**config.mk**
```make
export PLATFORM = sky130hd
export DESIGN_NAME = adres_pe_ctx
export DESIGN_NICKNAME = d
export VERILOG_FILES = /design/src/rtl/adres_pe_ctx.sv
export SDC_FILE = /design/constraint.sdc
export NUM_CORES = 2
export LEC_CHECK = 0
export ABC_AREA = 1
export BUFFER_PORTS_ARGS = -buffer_cell sky130_fd_sc_hd__buf_2
export CORE_UTILIZATION = 60
export CTS_CLUSTER_DIAMETER = 40
export CTS_CLUSTER_SIZE = 14
export DETAILED_ROUTE_END_ITERATION = 7
export PLACE_DENSITY_LB_ADDON = 0.3
export SETUP_SLACK_MARGIN = 0.5
export SYNTH_ARGS = -nofsm -noshare
export SYNTH_HDL_FRONTEND = slang
export SYNTH_SLANG_ARGS = --single-unit
```
**constraint.sdc**
```tcl
create_clock -name Config_Clock -period 12.8 [get_ports Config_Clock]
set_input_delay 1.28 -clock Config_Clock [delete_from_list [all_inputs] [get_ports Config_Clock]]
set_output_delay 1.28 -clock Config_Clock [all_outputs]
set_load 0.05 [all_outputs]
```
**src/rtl/adres_pe_ctx.sv**
```systemverilog
// Multi-context ADRES processing element: serial config chain, per-cycle
// context counter, operand muxes, FU, local register file, registered output.
module adres_pe_ctx #(
  parameter int unsigned WIDTH    = 32,
  parameter int unsigned NUM_IN   = 5,
  parameter int unsigned CONTEXTS = 2,
  parameter int unsigned RF_DEPTH = 4
) (
  input  logic                    Config_Clock,
  input  logic                    Config_Reset,
  input  logic                    ConfigEnable,
  input  logic                    ConfigIn,
  output logic                    ConfigOut,
  input  logic                    run,
  input  logic [NUM_IN*WIDTH-1:0] in,
  output logic [WIDTH-1:0]        out
);

  localparam int unsigned CTXW = (CONTEXTS > 1) ? $clog2(CONTEXTS) : 1;
  localparam int unsigned AW   = $clog2(RF_DEPTH);
  localparam int unsigned SELW = $clog2(NUM_IN + 3);
  localparam int unsigned SHW  = $clog2(WIDTH);
  localparam int unsigned CW   = 4 + 2*SELW + 2*AW + 2 + WIDTH;
  localparam int unsigned L    = CTXW + CONTEXTS*CW;
  localparam logic [CTXW-1:0] CTX_LAST = CTXW'(CONTEXTS - 1);

  // One context word; first member is the MSB of the chain slice.
  typedef struct packed {
    logic [WIDTH-1:0] cst;
    logic             out_we;
    logic             rf_we;
    logic [AW-1:0]    rf_wa;
    logic [AW-1:0]    rf_ra;
    logic [SELW-1:0]  selb;
    logic [SELW-1:0]  sela;
    logic [3:0]       func;
  } ctx_word_t;

  logic [L-1:0]     chain;
  logic [CTXW-1:0]  ctx;
  logic [CTXW-1:0]  ii;
  logic [CTXW-1:0]  ii_eff;
  logic [WIDTH-1:0] rf [RF_DEPTH];
  ctx_word_t        act;
  logic [WIDTH-1:0] rf_val;
  logic [WIDTH-1:0] opa;
  logic [WIDTH-1:0] opb;
  logic [SHW-1:0]   shamt;
  logic [WIDTH-1:0] result;
  logic             exec;

  // Operand source decode: neighbour inputs, constant, RF, or own output.
  function automatic logic [WIDTH-1:0] pick(
    input logic [SELW-1:0]         sel,
    input logic [NUM_IN*WIDTH-1:0] bus,
    input logic [WIDTH-1:0]        cst,
    input logic [WIDTH-1:0]        rfv,
    input logic [WIDTH-1:0]        acc
  );
    logic [WIDTH-1:0] v;
    v = '0;
    for (int unsigned k = 0; k < NUM_IN; k++) begin
      if (sel == SELW'(k)) v = bus[k*WIDTH +: WIDTH];
    end
    if (sel == SELW'(NUM_IN))     v = cst;
    if (sel == SELW'(NUM_IN + 1)) v = rfv;
    if (sel == SELW'(NUM_IN + 2)) v = acc;
    return v;
  endfunction

  assign ConfigOut = chain[0];
  assign ii        = chain[CTXW-1:0];
  assign ii_eff    = (ii > CTX_LAST) ? CTX_LAST : ii;
  assign exec      = run & ~ConfigEnable;

  // Select the active context word from the chain.
  always_comb begin
    act = '0;
    for (int unsigned c = 0; c < CONTEXTS; c++) begin
      if (ctx == CTXW'(c)) act = chain[CTXW + c*CW +: CW];
    end
  end

  // Operand muxes; RF read returns the pre-write value this cycle.
  always_comb begin
    rf_val = rf[act.rf_ra];
    opa    = pick(act.sela, in, act.cst, rf_val, out);
    opb    = pick(act.selb, in, act.cst, rf_val, out);
  end

  // Functional unit; all arithmetic wraps at WIDTH bits.
  always_comb begin
    shamt  = opb[SHW-1:0];
    result = '0;
    case (act.func)
      4'd0:    result = opa + opb;
      4'd1:    result = opa - opb;
      4'd2:    result = opa * opb;
      4'd3:    result = opa & opb;
      4'd4:    result = opa | opb;
      4'd5:    result = opa ^ opb;
      4'd6:    result = opa << shamt;
      4'd7:    result = $signed(opa) >>> shamt;
      4'd8:    result = opa >> shamt;
      4'd9:    result = opa;
      4'd10:   result = {{(WIDTH-1){1'b0}}, ($signed(opa) < $signed(opb))};
      default: result = '0;
    endcase
  end

  // Config chain: shift toward bit 0 while enabled.
  always_ff @(posedge Config_Clock) begin
    if (!Config_Reset) begin
      chain <= '0;
    end else if (ConfigEnable) begin
      chain <= {ConfigIn, chain[L-1:1]};
    end
  end

  // Context counter: wraps after ii_eff, zeroed during configuration.
  always_ff @(posedge Config_Clock) begin
    if (!Config_Reset) begin
      ctx <= '0;
    end else if (ConfigEnable) begin
      ctx <= '0;
    end else if (run) begin
      ctx <= (ctx >= ii_eff) ? '0 : ctx + CTXW'(1);
    end
  end

  // Output register and register file writes.
  always_ff @(posedge Config_Clock) begin
    if (!Config_Reset) begin
      out <= '0;
      for (int unsigned i = 0; i < RF_DEPTH; i++) rf[i] <= '0;
    end else if (exec) begin
      if (act.out_we) out <= result;
      if (act.rf_we)  rf[act.rf_wa] <= result;
    end
  end

endmodule
```
==> flow_summary.toml <==
[synth]
yosys-top-cells-count = "1,349 x nand2_1, 922 x nor2_1, 767 x inv_1"
synth_most_common_cell = "nand2_1"
synthArstFlopShare_pct = 0
ys_seq_area_share_pct = 16.29
avgSynthCellArea_um2 = 6.828
yosys.area.top_type = "fa_1"
ys_ff_latch = 258
synth_xor_area_share_pct = 0.5756
synthMuxAreaShare_pct = 0.2783
synth_top_family_by_area = "simple AND/OR/NAND/NOR gates"
synth_area_leaders = "fa_1 21%, nand2_1 13%, edfxtp_1 9.7%, nor2_1 8.7%, inv_1 7.3%"
synth_area_mm2 = 0.03956
synthFlopType = "dfxtp_1"
synthSimpleGateAreaFrac_pct = 30.57
synth_adder_area_share_pct = 27.70
synth-edff-count = 128
syn_nets = 6589
ys_warn_count = 0
synth_top_area_share_pct = 20.75
synth_compound_area_share_pct = 13.03
syn_inst = 5794
synth_cell_types = 81

[placement]
hpwl_um = 143400
globalplace.congestion = 1.095
portBuffers = 197
post-place-ws_ns = 1.610

[status]
outcome = "finished, violations left"
violations = "design-rule violations"

[detailed_routing]
ant_nets = 0
drt-pass1-iter-count = 8
routedWlPerCell_um = 27.64
viasPerCell = 6.536
drc_errors = 3
drt_iter0_markers = 7900
drt-total-wl_um = 185300
via_count = 43811

[critical_path]
crit_required_ns = 13.13
crit_start = "ctx"
crit_buf_inv = 8
crit_path_start_kind = "register"
critPathArrivalTime_ns = 12.08
cp-end-kind = "register"
r2r_start = "ctx"
critPathKind = "reg -> reg"
slowest_delay_ns = 0.75
crit_top_cell = "fa_1"
crit_family = "adder cells"
cp_max_fo = 44
cp_slowest_cell = "dfxtp_2"

[final_layout]
nets = 6621
drive_above_1_share_pct = 9.189
final_core_util_pct = 64.43
areaGrowthSynthToFinish_pct = 5.550
fillCellCount = 5870
layout.area.seq_mm2 = 0.006447
multi_input_area_mm2 = 0.02858

[sta]
fin_crit_sh_pct = 91.80
setup_viol = 0
period_needed_ns = 11.75
fin_skew_ns = 0.03655
whs_ns = 0.4983
drv_slew = 0
max_slew_margin_pct = 13.28
max_freq_mhz = 85.11
rsz0062_at_grt = "false"
hold_violations = 0
fin_ws_ns = 1.050
tns_ns = 0
worst_pin_slew_ns = 1.298

[clock_network]
postCtsResizedCells = 0
cts.sinks = 258
worstSkewPairLatency_ns = 0.57
numCtsBuffers = 24
cts_setup_buffers = 0
cts_tree = "done"
cts-hold-fix-buffers = 0
cts_buffer_depth = 3
htreeDepth = 1
clk_pin_slew_worst_paths_ns = 0.07
root_buffer = "clkbuf_16"

[global_routing]
use_met3_pct = 25.94
overflow = 0
grt_pass1_vias = 40349
use_met1_pct = 71.88
grt.total_usage_pct = 54.37
grt_use_met2_pct = 72.91
globalRoute.busiestLayer = "met2"
grt_max_degree = 110
grt_pass1_wl_um = 265700
antenna_found_initial = 9

[worst_hold_path]
hold_path_class = "reg -> reg"
min_from = "chain[82]"

[floorplan]
die_x_um = 258.8
die_y_um = 258.8
num_io_pins = 198
start_util_pct = 61.04
die_area_mm2 = 0.06697
rows = 93
core_area_mm2 = 0.06481

[flow_run]
drv_cap = 0
[state kept, by name, summed over array words and instances, names as in the netlist]
| name | cells |
|---|---|
| rf | 128 |
| chain | 97 |
| ctx | 1 |
| out | 32 |
[cells by family after synthesis]
| kind of cell | after synthesis |
|---|---|
| flip-flops | 258 |
| XOR/XNOR | 26 |
| AO/OA/AOI/OAI | 890 |
| adder cells (fa/ha/maj) | 630 |
| AND/OR/NAND/NOR | 2859 |
| multiplexers | 11 |
| buffers and inverters | 1120 |
[layout by cell type (no fill, tap or decap), types with 48 or more instances in the layout]
master	synthesis	layout
nand3_1	343	343
inv_2	46	48
edfxtp_1	128	128
inv_1	767	766
nor2_1	922	919
ha_1	220	220
dfxtp_1	130	129
o21ai_1	109	109
buf_4	31	101
fa_1	410	410
a21oi_1	265	263
buf_2	77	196
o21ai_0	292	292
nand2_1	1349	1347
nand4_1	76	76
[tightest hold or removal path, stage by stage, from the launching register on]
cell and delay, ns:
dfxtp_1 0.32, nor2_1 0.10, nor2_1 0.05
[through the flow]
step | cell area (um^2) | instances
6_report | 41760 | 6703
5_1_grt | 41750 | 6700
4_1_cts | 41750 | 6699
3_5_place_dp | 40970 | 6655
3_3_place_gp | 40970 | 6655
2_1_floorplan | 39560 | 5794
[cell type report]
type                       instances  share of cell area (%)
antenna                            4                 0.02397
multi-input combinational       4416                   68.45
clock inverter                     6                  0.2247
inverter                         829                   7.494
clock buffer                      38                   1.636
tap                              855                   2.562
sequential                       258                   15.44
timing repair buffer             297                   4.165
[per-layer routing]
metal | part of all wire (%) | routed length (um)
met5 | 0.021 | 38
met4 | 7.2 | 13430
met1 | 36 | 66140
met2 | 38 | 69840
met3 | 19 | 35810
[final timing paths]
kind / end / slack (ns) / cells past startpoint
worst max register to register: rf[1][29] / 1.05 / 41
worst max-delay path: rf[1][29] / 1.05 / 41
worst min register to register: chain[81] / 0.50 / 2
worst min-delay path: chain[81] / 0.50 / 2
Power is not shown: default switching activity piles up to over one toggle a cycle in this logic, so the estimate is an artifact.
